<file path="src/rtl/serial_tx_fifo_if.sv">
// Producer push port plus async_transmitter start/busy handshake for serial_tx_fifo.
// Push is fire-and-forget (wr_en qualifies wr_data); TxD_start is a one-cycle strobe answered by TxD_busy.
interface serial_tx_fifo_if #(
    parameter int DEPTH_LOG2 = 4
);
    logic                wr_en;
    logic [7:0]          wr_data;
    logic                full;
    logic                empty;
    logic [DEPTH_LOG2:0] level;
    logic                overflow;
    logic                TxD_start;
    logic [7:0]          TxD_data;
    logic                TxD_busy;

    modport slave (
        input  wr_en, wr_data, TxD_busy,
        output full, empty, level, overflow, TxD_start, TxD_data
    );

    modport master (
        output wr_en, wr_data, TxD_busy,
        input  full, empty, level, overflow, TxD_start, TxD_data
    );
endinterface

</file>
<file path="src/rtl/serial_tx_fifo.sv">
// Byte FIFO draining into async_transmitter one character at a time via start/busy.
// dbg_state_o encodes the drain FSM: 0=IDLE, 1=START, 2=WAIT_BUSY, 3=WAIT_DONE.
module serial_tx_fifo #(
    parameter int DEPTH_LOG2 = 4
) (
    input  logic               clk,
    input  logic               rst,
    serial_tx_fifo_if.slave    bus,
    output logic [1:0]         dbg_state_o
);
    localparam int DEPTH = 1 << DEPTH_LOG2;
    localparam logic [DEPTH_LOG2:0] FULL_LEVEL = {1'b1, {DEPTH_LOG2{1'b0}}};

    typedef enum logic [1:0] {
        S_IDLE      = 2'd0,
        S_START     = 2'd1,
        S_WAIT_BUSY = 2'd2,
        S_WAIT_DONE = 2'd3
    } state_e;

    logic [7:0]            mem_q [DEPTH];
    logic [DEPTH_LOG2-1:0] wr_ptr_q, wr_ptr_d;
    logic [DEPTH_LOG2-1:0] rd_ptr_q, rd_ptr_d;
    logic [DEPTH_LOG2:0]   level_q, level_d;
    logic                  full_q, full_d;
    logic                  empty_q, empty_d;
    logic                  overflow_q, overflow_d;
    state_e                state_q, state_d;
    logic                  start_q, start_d;
    logic [7:0]            data_q, data_d;
    logic                  wait_q, wait_d;
    logic                  push;
    logic                  pop;

    // Full is taken from the registered flag, so a same-cycle pop never makes room.
    assign push = bus.wr_en && !full_q;

    always_comb begin
        state_d    = state_q;
        start_d    = 1'b0;
        data_d     = data_q;
        wait_d     = wait_q;
        pop        = 1'b0;
        case (state_q)
            S_IDLE: begin
                if (!empty_q && !bus.TxD_busy) begin
                    pop     = 1'b1;
                    data_d  = mem_q[rd_ptr_q];
                    start_d = 1'b1;
                    state_d = S_START;
                end
            end
            S_START: begin
                wait_d  = 1'b0;
                state_d = S_WAIT_BUSY;
            end
            S_WAIT_BUSY: begin
                // Give up after two quiet cycles in case busy was never raised.
                if (bus.TxD_busy) begin
                    state_d = S_WAIT_DONE;
                end else if (wait_q) begin
                    state_d = S_IDLE;
                end else begin
                    wait_d = 1'b1;
                end
            end
            S_WAIT_DONE: begin
                if (!bus.TxD_busy) begin
                    state_d = S_IDLE;
                end
            end
            default: state_d = S_IDLE;
        endcase

        wr_ptr_d = push ? wr_ptr_q + 1'b1 : wr_ptr_q;
        rd_ptr_d = pop  ? rd_ptr_q + 1'b1 : rd_ptr_q;
        level_d  = level_q;
        if (push && !pop) begin
            level_d = level_q + 1'b1;
        end else if (pop && !push) begin
            level_d = level_q - 1'b1;
        end
        full_d     = (level_d == FULL_LEVEL);
        empty_d    = (level_d == '0);
        overflow_d = overflow_q | (bus.wr_en & full_q);
    end

    always_ff @(posedge clk) begin
        if (rst) begin
            wr_ptr_q   <= '0;
            rd_ptr_q   <= '0;
            level_q    <= '0;
            full_q     <= 1'b0;
            empty_q    <= 1'b1;
            overflow_q <= 1'b0;
            state_q    <= S_IDLE;
            start_q    <= 1'b0;
            data_q     <= 8'h00;
            wait_q     <= 1'b0;
        end else begin
            wr_ptr_q   <= wr_ptr_d;
            rd_ptr_q   <= rd_ptr_d;
            level_q    <= level_d;
            full_q     <= full_d;
            empty_q    <= empty_d;
            overflow_q <= overflow_d;
            state_q    <= state_d;
            start_q    <= start_d;
            data_q     <= data_d;
            wait_q     <= wait_d;
        end
    end

    always_ff @(posedge clk) begin
        if (push && !rst) begin
            mem_q[wr_ptr_q] <= bus.wr_data;
        end
    end

    assign bus.full      = full_q;
    assign bus.empty     = empty_q;
    assign bus.level     = level_q;
    assign bus.overflow  = overflow_q;
    assign bus.TxD_start = start_q;
    assign bus.TxD_data  = data_q;
    assign dbg_state_o   = state_q;
endmodule

</file>
<file path="src/flat_wrapper.sv">
// flat-port wrapper written by rule: the top's interface ports become plain ports
module serial_tx_fifo_flat 
#(
    parameter int DEPTH_LOG2 = 4
)
  (clk, rst, dbg_state_o, bus_wr_en, bus_wr_data, bus_TxD_busy, bus_full, bus_empty, bus_level, bus_overflow, bus_TxD_start, bus_TxD_data);
  serial_tx_fifo_if #(.DEPTH_LOG2(DEPTH_LOG2)) bus_i ();
  input  logic clk;
  input  logic rst;
  output logic [1:0] dbg_state_o;
  input wire logic [$bits(bus_i.wr_en)-1:0] bus_wr_en;
  input wire logic [$bits(bus_i.wr_data)-1:0] bus_wr_data;
  input wire logic [$bits(bus_i.TxD_busy)-1:0] bus_TxD_busy;
  output wire logic [$bits(bus_i.full)-1:0] bus_full;
  output wire logic [$bits(bus_i.empty)-1:0] bus_empty;
  output wire logic [$bits(bus_i.level)-1:0] bus_level;
  output wire logic [$bits(bus_i.overflow)-1:0] bus_overflow;
  output wire logic [$bits(bus_i.TxD_start)-1:0] bus_TxD_start;
  output wire logic [$bits(bus_i.TxD_data)-1:0] bus_TxD_data;
  assign bus_i.wr_en = bus_wr_en;
  assign bus_i.wr_data = bus_wr_data;
  assign bus_i.TxD_busy = bus_TxD_busy;
  assign bus_full = bus_i.full;
  assign bus_empty = bus_i.empty;
  assign bus_level = bus_i.level;
  assign bus_overflow = bus_i.overflow;
  assign bus_TxD_start = bus_i.TxD_start;
  assign bus_TxD_data = bus_i.TxD_data;
  serial_tx_fifo #(.DEPTH_LOG2(DEPTH_LOG2)) u_core (.clk(clk), .rst(rst), .bus(bus_i), .dbg_state_o(dbg_state_o));
endmodule
</file>
<file path="config.mk">
export PLATFORM = sky130hd
export DESIGN_NAME = serial_tx_fifo_flat
export DESIGN_NICKNAME = d
export VERILOG_FILES = /design/src/rtl/serial_tx_fifo_if.sv /design/src/rtl/serial_tx_fifo.sv /design/src/flat_wrapper.sv
export SDC_FILE = /design/constraint.sdc
export NUM_CORES = 1
export LEC_CHECK = 0
export BUFFER_PORTS_ARGS = -buffer_cell sky130_fd_sc_hd__buf_2
export CAP_MARGIN = 20
export CORE_MARGIN = 2
export CORE_UTILIZATION = 50
export DETAILED_ROUTE_END_ITERATION = 6
export PLACE_DENSITY = 0.64
export SLEW_MARGIN = 5
export SYNTH_ARGS = -nofsm -noshare
export SYNTH_HDL_FRONTEND = slang
export SYNTH_SLANG_ARGS = --single-unit
</file>
<file path="constraint.sdc">
create_clock -name clk -period 4.8 [get_ports clk]
set_input_delay 0.48 -clock clk [delete_from_list [all_inputs] [get_ports clk]]
set_output_delay 0.48 -clock clk [all_outputs]
set_load 0.02 [all_outputs]
</file>
==> impl_metrics.toml <==
[place]
place_inst = 519
io_buffers = 30
gp_congestion = 0.844
dpl_cell_area_sq_um = 6390
dp_hpwl_um = 7480

[yosys]
yosys.area.top_type = "edfxtp_1"
ys_seq_area_share_pct = 72.1
syn_avg_cell_area_sq_um = 17.1
synth_fp_nets = 376
synthArstFlopShare_pct = 0
ys_types = 36
synth_common_cells = "128 x edfxtp_1, 44 x nor2_1, 32 x mux4_2"
synth-seq-cells = 156
ys_warn_count = 0
synthTopCellsByArea = "edfxtp_1 63%, mux4_2 12%, dfxtp_1 9.2%, nor2_1 2.7%, a22oi_1 2.0%"
synth_ff_type = "edfxtp_1"
yosys.area.top_type_share_pct = 62.9
syn_inst = 357
yosysMostFrequentCell = "edfxtp_1"
synth_edf_count = 128
synth_area_sq_um = 6110

[critical_path]
crit_required_ns = 5.08
crit_family = "flip-flops"
slowest_delay_ns = 0.89
crit_path_start_kind = "flop"
cp_common_cell = "a21oi_1"
crit_fanout = 24
worstSetupEndpointType = "flop"
crit_slowest_cell = "dfxtp_2"
cp.buffers_inverters = 1
path_cells = "buf_4 -> mux4_2 -> a22oi_1 -> a21oi_1 -> a21oi_1 -> nor2_1"
worst_ep_arrival_time_ns = 2.76
path_class = "flop to flop"

[clock_network]
postCtsHoldBufs = 0
cts_resized = 0
cts_tree = "yes"
cts-buffers-inserted = 17
clk_latency_ns = 0.42
clock_path_buffers = 2
cts_setup_buffers = 0
cts_num_sinks = 156
clk_pin_slew_worst_paths_ns = 0.06
cts.htree.levels = 4
cts_root_buf = "clkbuf_16"

[grt]
met1_usage_pct = 28.7
grt_start_max_net_pins = 36
grtUsageMet2_pct = 29.3
grt_overflow = 0
track_usage_pct = 19.9
first_global_vias = 3218
grt_pass1_wl_um = 18500
use_met3_pct = 5.77
antenna_found_initial = 0
grt.busiest_layer = "met2"

[die]
core_area_sq_um = 12000
start_util_pct = 51.1
io_pins = 31
rows = 40
die_x_um = 115
die_area_sq_um = 13100
fp.dieH_um = 115

[route]
ant_nets = 0
firstDrtPassIters = 5
vias_per_cell = 5.84
wl_per_cell_um = 21.5
vias = 3220
drc = 0
drt_iter0_drc = 303
drt_wl_total_um = 11800

[power]
p_leak_uw = 0.00230
power_uw = 3190
p_sw_uw = 793
pwr-share-seq_pct = 49.3
swShare_pct = 24.9
peakVddDrop_mv = 0.320
p_per_area_nw_per_um2 = 459
p_comb_share_pct = 12.0
pwr-share-clk_pct = 38.7
p_int_uw = 2390

[run]
maxCapViolCount = 0

[timing]
hold_viol = 0
period_minus_slack_ns = 2.47
rsz0062_at_grt = "false"
tightest_slew_ns = 0.938
setup_viol = 0
tns_ns = 0
relSlewSlack_pct = 37.2
clock_skew_ns = 0.00662
fin_crit_sh_pct = 51.5
fmax_mhz = 404
slew_violations = 0

[finish]
final_util_pct = 58.0
stdcell_count = 551
num-nets-final = 410
fin_area_sq_um = 6940
n_antenna_cell = 0
synthToLayoutAreaGrowth_pct = 13.6
layout-drive-gt1-share_pct = 25.5

[hold_path]
hp-class = "primary input to flop"

[status]
status = "finished clean"
path summary, 6_finish.rpt:
kind / depth (start not counted) / endpoint / slack, ns / start
setup / recovery: 6 / u_core.bus.TxD_data[3] / 2.33 / u_core.rd_ptr_q[0]
hold / removal: 3 / u_core.bus.overflow / 0.33 / bus_wr_en
setup reg to reg: 6 / u_core.bus.TxD_data[3] / 2.33 / u_core.rd_ptr_q[0]
hold reg to reg: 2 / u_core.bus.overflow / 0.47 / u_core.bus.overflow
kinds of logic after synthesis:
logic type	count (synthesis)	share of synthesized area [%]
flops	156	72.1
simple gates	82	6.49
compound gates	48	5.29
mux	32	11.8
buf+inv	22	1.43
xor+xnor	10	1.43
fa+ha+maj	7	1.43
power by group through the flow:
stage	registers (uW)	logic (uW)	clock network [uW]
finish	1570	381	1230
global route	1580	414	1310
CTS	1570	383	1260
floorplan	1600	274	0
detailed placement	1600	381	0
global placement	1600	378	0
stage by stage:
stage | setup slack, ns | hold slack (ns)
after floorplan | 2.93 | 0.461
after global placement | 2.27 | 0.460
after detailed placement | 2.18 | 0.458
after CTS | 2.24 | 0.315
after global routing | 2.06 | 0.337
final | 2.33 | 0.331
registers in the layout (all words and copies together), names as in the netlist:
| name | flops |
|---|---|
| u_core.bus.TxD_start | 1 |
| u_core.mem_q | 128 |
| u_core.bus.empty | 1 |
| u_core.bus.overflow | 1 |
| u_core.dbg_state_o | 2 |
| u_core.wait_q | 1 |
| u_core.bus.full | 1 |
| u_core.rd_ptr_q | 4 |
| u_core.bus.level | 5 |
| u_core.bus.TxD_data | 8 |
| u_core.wr_ptr_q | 4 |
routing by layer:
| layer | wire length [um] | vias up | part of all wire, % |
|---|---|---|---|
| li1 | - | 1466 | - |
| met1 | 5400 | 1655 | 46 |
| met2 | 5560 | 84 | 47 |
| met3 | 703 | 15 | 5.9 |
| met4 | 180 | 0 | 1.5 |
| met5 | 0 | - | 0 |
worst reg2reg max path, cell delays in order, from the launching register on:
cell,delay (ns)
dfxtp_2,0.89
buf_4,0.41
mux4_2,0.54
a22oi_1,0.21
a21oi_1,0.11
a21oi_1,0.13
nor2_1,0.05
cell usage in the layout (no fill, tap or decap), types with 3 or more instances in the layout:
| master | count |
|---|---|
| nor2_1 | 44 |
| dfxtp_1 | 27 |
| clkinv_4 | 4 |
| inv_1 | 5 |
| a21oi_1 | 22 |
| xnor2_1 | 4 |
| xor2_1 | 6 |
| buf_2 | 30 |
| nand3_1 | 3 |
| clkbuf_16 | 17 |
| nor2b_1 | 3 |
| mux4_2 | 32 |
| a211oi_1 | 3 |
| nand2b_1 | 3 |
| clkinv_2 | 4 |
| ha_1 | 7 |
| nand2_1 | 13 |
| edfxtp_1 | 128 |
| a22oi_1 | 16 |
area by class of cell:
type,instances,area (sq um)
clock buffers,17,425
clock inverters,15,125
fillers,924,5020
inverters,5,18.8
multi-input cells,179,1620
flip-flops and latches,156,4410
well taps,147,184
repair buffers,32,165
No activity file was read; power rests on OpenSTA's default activity.
